## src/rtl/pipe_event_monitor.sv

```systemverilog
// pipe_event_monitor: hazard performance counters plus a time-stamped,
// show-ahead trace FIFO of hazard events. Counters saturate; the FIFO drops
// (and counts) pushes that arrive while it is full with no pop in the same cycle.
module pipe_event_monitor #(
    parameter int FIFO_DEPTH = 16,
    parameter int CNT_W      = 32
) (
    input  logic                          clk,
    input  logic                          rstn,
    input  logic                          en,
    input  logic                          clr,
    input  logic                          stall,
    input  logic                          branch_taken,
    input  logic [31:0]                   branch_target,
    input  logic [1:0]                    forwardA,
    input  logic [1:0]                    forwardB,
    input  logic                          flush_IFID,
    input  logic                          flush_IDEX,
    input  logic [31:0]                   pc_if,
    input  logic [2:0]                    cnt_sel,
    output logic [CNT_W-1:0]              cnt_data,
    input  logic                          trace_rd,
    output logic                          trace_valid,
    output logic [63:0]                   trace_data,
    output logic [$clog2(FIFO_DEPTH):0]   trace_count,
    output logic                          overflow
);

    localparam int AW   = $clog2(FIFO_DEPTH);
    localparam int NCNT = 6;

    logic [7:0]        flags;
    logic              fwd_any, flush_any;
    logic              push_req, pop, full, do_push, drop;
    logic [23:0]       ts;
    logic [63:0]       entry;
    logic [NCNT-1:0]   inc;
    logic [CNT_W-1:0]  cnt [NCNT];
    logic [CNT_W-1:0]  sel_val;
    logic [63:0]       mem [FIFO_DEPTH];
    logic [AW-1:0]     wr_ptr, rd_ptr;

    assign fwd_any   = |forwardA | |forwardB;
    assign flush_any = flush_IFID | flush_IDEX;
    assign flags     = {2'b00, flush_IDEX, flush_IFID, |forwardB, |forwardA, branch_taken, stall};

    // clr wins over everything in its cycle, so gate the push request with it
    assign push_req = en & ~clr & (|flags);
    assign pop      = trace_rd & trace_valid & ~clr;
    assign full     = (trace_count == (AW+1)'(FIFO_DEPTH));
    // a full FIFO still accepts a push when the head leaves in the same cycle
    assign do_push  = push_req & (~full | pop);
    assign drop     = push_req & full & ~pop;

    // counter 0 doubles as the timestamp source; narrow counters are zero-extended
    generate
        if (CNT_W >= 24) begin : g_ts_wide
            assign ts = cnt[0][23:0];
        end else begin : g_ts_narrow
            assign ts = {{(24-CNT_W){1'b0}}, cnt[0]};
        end
    endgenerate

    assign entry = {ts, flags, branch_taken ? branch_target : pc_if};
    assign inc   = {drop, flush_any, fwd_any, branch_taken, stall, 1'b1} & {NCNT{en & ~clr}};

    // saturating event counters
    always_ff @(posedge clk) begin
        for (int i = 0; i < NCNT; i++) begin
            if (!rstn || clr)
                cnt[i] <= '0;
            else if (inc[i] && !(&cnt[i]))
                cnt[i] <= cnt[i] + 1'b1;
        end
    end

    // select mux; codes 6 and 7 fall through to zero
    always_comb begin
        sel_val = '0;
        for (int i = 0; i < NCNT; i++)
            if (cnt_sel == 3'(i)) sel_val = cnt[i];
    end

    // cnt_data is registered from the pre-update counter values
    always_ff @(posedge clk) begin
        if (!rstn) cnt_data <= '0;
        else       cnt_data <= sel_val;
    end

    // trace storage; contents are don't-care until pushed, so no reset
    always_ff @(posedge clk) begin
        if (do_push) mem[wr_ptr] <= entry;
    end

    // pointers, occupancy and sticky overflow
    always_ff @(posedge clk) begin
        if (!rstn || clr) begin
            wr_ptr      <= '0;
            rd_ptr      <= '0;
            trace_count <= '0;
            overflow    <= 1'b0;
        end else begin
            if (do_push) wr_ptr <= wr_ptr + 1'b1;
            if (pop)     rd_ptr <= rd_ptr + 1'b1;
            case ({do_push, pop})
                2'b10:   trace_count <= trace_count + 1'b1;
                2'b01:   trace_count <= trace_count - 1'b1;
                default: trace_count <= trace_count;
            endcase
            if (drop) overflow <= 1'b1;
        end
    end

    // show-ahead head; forced to zero when empty so reset reads clean
    assign trace_valid = (trace_count != '0);
    assign trace_data  = trace_valid ? mem[rd_ptr] : 64'd0;

endmodule

```

## config.mk

```make
export PLATFORM = sky130hd
export DESIGN_NAME = pipe_event_monitor
export DESIGN_NICKNAME = d
export VERILOG_FILES = /design/src/rtl/pipe_event_monitor.sv
export SDC_FILE = /design/constraint.sdc
export NUM_CORES = 1
export LEC_CHECK = 0
export BUFFER_PORTS_ARGS = -buffer_cell sky130_fd_sc_hd__buf_4
export CAP_MARGIN = 20
export CORE_MARGIN = 2
export CORE_UTILIZATION = 30
export CTS_BUF_LIST = sky130_fd_sc_hd__clkbuf_2 sky130_fd_sc_hd__clkbuf_4 sky130_fd_sc_hd__clkbuf_8
export CTS_CLUSTER_SIZE = 10
export DETAILED_ROUTE_END_ITERATION = 7
export GPL_TIMING_DRIVEN = 0
export PLACE_DENSITY = 0.43
export SLEW_MARGIN = 20
export SYNTH_ARGS = -nofsm -noshare
export SYNTH_HDL_FRONTEND = slang
export SYNTH_SLANG_ARGS = --single-unit
```

## constraint.sdc

```tcl
create_clock -name clk -period 9.18 [get_ports clk]
set_input_delay 1.377 -clock clk [delete_from_list [all_inputs] [get_ports clk]]
set_output_delay 1.377 -clock clk [all_outputs]
set_load 0.05 [all_outputs]
```

==> impl_metrics.csv <==
group,metric,value,unit
setup_path,critPathRequiredTime,7800,ps
sta,clock_skew,71.0,ps
clocking,cts_tree,"built",
sta,final_max_slew_viol_count,0,
setup_path,critical_path_arrival,4570,ps
setup_path,r2r_start,"cnt[0][5]",
setup_path,start_kind,"register",
setup_path,endpoint,"trace_data[49]",
synthesis,syn_avg_cell_area,18.3,um2
placed_design,gp_congestion,0.801,
die,die_w,417,um
clocking,cts_resized,0,
synthesis,synth.distinct_cells,59,
die,die_height,417,um
sta,fin_crit,5940,ps
job,maxCapViolations,0,
clocking,holdBufCountCts,0,
synthesis,ys_seq_area_share,71.5,%
setup_path,worstReg2RegEnd,"cnt[0][19]",
clocking,insertion_delay,920,ps
global_route,grt_overflow,0,
pwr,vdd_drop_max,140,uV
clocking,clkSinkCount,1234,
synthesis,syn_area,51100,um2
die,start_util,30.2,%
routing,routed_wl,149,mm
setup_path,critPathKind,"reg -> out",
synthesis,synthCells,2796,
run_status,status,"complete, no violations",
hold_path,hp-class,"reg -> reg",
clocking,post-cts-setup-buffers,0,
clocking,numCtsBuffers,212,
synthesis,ys_seq_elements,1234,
cells_and_area,final_layout_size_suffix_gt1_share,30.6,%
placed_design,io_buffers,179,
routing,drt-pass1-iter-count,6,
sta,finalSetupViolCount,0,
global_route,grt_pass1_wl,213,mm
cells_and_area,stdcell_area,61600,um2
cells_and_area,synthToLayoutAreaGrowth,20.5,%
cells_and_area,num-nets-final,3401,
routing,dr_total_vias,28600,
setup_path,ff2ff_setup_slack,5410,ps
clocking,clk_root_buffer_cell,"clkbuf_8",
setup_path,crit_path_end_kind,"output port",
sta,maxSlewHeadroom,26.0,%
sta,rsz0062_at_grt,"no",
sta,post-route-period-util,64.7,%
sta,tns,0,ps
routing,drcViolationCount,0,
setup_path,worstPathMaxFanout,10,
sta,worst_pin_slew,1110,ps
global_route,grt_pass1_vias,29900,
routing,routedWlPerCell,26.1,um
die,rows,151,
synthesis,synth-edff-count,1184,
global_route,gr-usage-all-layers,17.0,%
die,num_io_pins,183,
synthesis,synth-main-ff-cell,"edfxtp_1",
routing,vias_per_cell,5.02,
clocking,h-tree-depth,4,
pwr,p_leak,19.4,nW
die,die-area,174000,um2
placed_design,placed_area,57300,um2
synthesis,async_flop_share,0,%
routing,drtIter0Drc,2400,
sta,fmax,168,MHz
die,core,169000,um2
setup_path,reg2regPathDepth,5,
global_route,grt_max_degree,33,
synthesis,yosysWarningCount,0,
clocking,clk_pin_slew,60,ps
global_route,antenna_found_initial,6,
placed_design,dp_hpwl,103,mm
sta,hold_viol_final,0,
routing,drtAntennaViolNets,0,
pwr,cellPowerDensity,193,nW/um2
clocking,clock_path_buffers,3,
Yosys cell counts (all sizes together) (26+ instances only):
cell type	number	share of area [%]
clkbuf	90	0.66
nor2	235	1.7
edfxtp	1184	70
dfxtp	50	2.0
nand4	64	0.80
a31oi	31	0.38
and2	71	0.87
xnor2	61	1.0
nand3	78	0.76
nand2	81	0.59
a22oi	84	1.2
mux4	314	14
nor4	26	0.38
xor2	114	2.0
nor3	27	0.26
mux2	32	0.70
buf	54	0.56
per-layer routing:
| layer | global-route usage, % | up-vias | routed length [um] | share of wire (%) |
|---|---|---|---|---|
| met5 | 0 | - | 13 | 0.0087 |
| met4 | 5.03 | 2 | 3430 | 2.3 |
| met3 | 2.76 | 219 | 6920 | 4.7 |
| met2 | 30.1 | 832 | 77600 | 52 |
| met1 | 21.3 | 15100 | 60900 | 41 |
| li1 | - | 12400 | - | - |
cell families (layout without fill, tap and decap cells):
logic type               after synthesis  count (layout)  share of synthesized area [%]
multiplexers                         355             355                           14.7
AND/OR/NAND/NOR                      677             677                           6.75
adder cells (fa/ha/maj)               15              15                          0.382
XOR/XNOR                             175             175                           3.00
buffers and inverters                170             845                           1.41
other                                  1               4                        0.00733
AO/OA/AOI/OAI                        169             169                           2.26
flip-flops                          1234            1234                           71.5
registers in the layout, indices dropped and copies added (netlist names), named ones only:
register     cells
cnt            192
cnt_data        32
mem            992
overflow         1
rd_ptr           4
trace_count      5
wr_ptr           4
where the power goes:
part / switching [mW] / internal [mW]
Sequential: 0.104 / 6.26
Combinational: 0.329 / 0.186
Clock: 2.35 / 2.68
Total: 2.78 / 9.13
worst max-delay path, stage by stage (launching register included):
cell and delay (ps):
dfxtp_1 450, clkbuf_1 270, clkbuf_1 750, buf_1 820, mux4_2 410, mux4_2 470
and2_1 270, buf_4 230
placed cells by master (no fill, tap or decap), drive strengths merged, types with 26 or more instances in the layout:
master / netlist / layout
a22oi: 84 / 84
and2: 71 / 71
nand4: 64 / 64
edfxtp: 1184 / 1184
buf: 54 / 349
mux4: 314 / 314
clkbuf: 90 / 379
xor2: 114 / 114
xnor2: 61 / 61
mux2: 32 / 32
dfxtp: 50 / 50
nand2: 81 / 81
clkinv: 2 / 79
inv: 24 / 33
nand3: 78 / 78
a31oi: 31 / 31
nor3: 27 / 27
nor4: 26 / 26
nor2: 235 / 235
metrics by stage:
step / power, mW / cells / hold WS [ps] / utilization (%) / setup slack, ps
final: 11.9 / 5692 / 472 / 36.4 / 3240
after global routing: 12.4 / 5691 / 500 / 36.4 / 2970
after CTS: 12.1 / 5690 / 474 / 36.4 / 2960
after detailed placement: 7.01 / 5310 / 465 / 33.9 / 3350
after global placement: 6.98 / 5194 / 471 / 32.6 / -7680
after floorplan: 6.75 / 2797 / 468 / - / 1770
cell type report:
type,instances,area (um2)
Inverter,26,97.6
Clock buffer,289,3550
Timing Repair Buffer,295,3240
Multi-Input combinational cell,1393,14000
Buffer,144,642
Fill cell,15800,108000
Tap cell,2218,2780
Clock inverter,91,721
Sequential cell,1234,36600
Antenna cell,2,5.00
how the worst min path moves through the flow:
stage	start	slack (ps)	depth (start not counted)	endpoint
finish	overflow	470	2	overflow
global route	overflow	500	2	overflow
CTS	overflow	470	2	overflow
detailed placement	overflow	470	2	overflow
global placement	overflow	470	2	overflow
floorplan	rd_ptr[1]	470	2	register
Power figures use the tool's default switching activity.
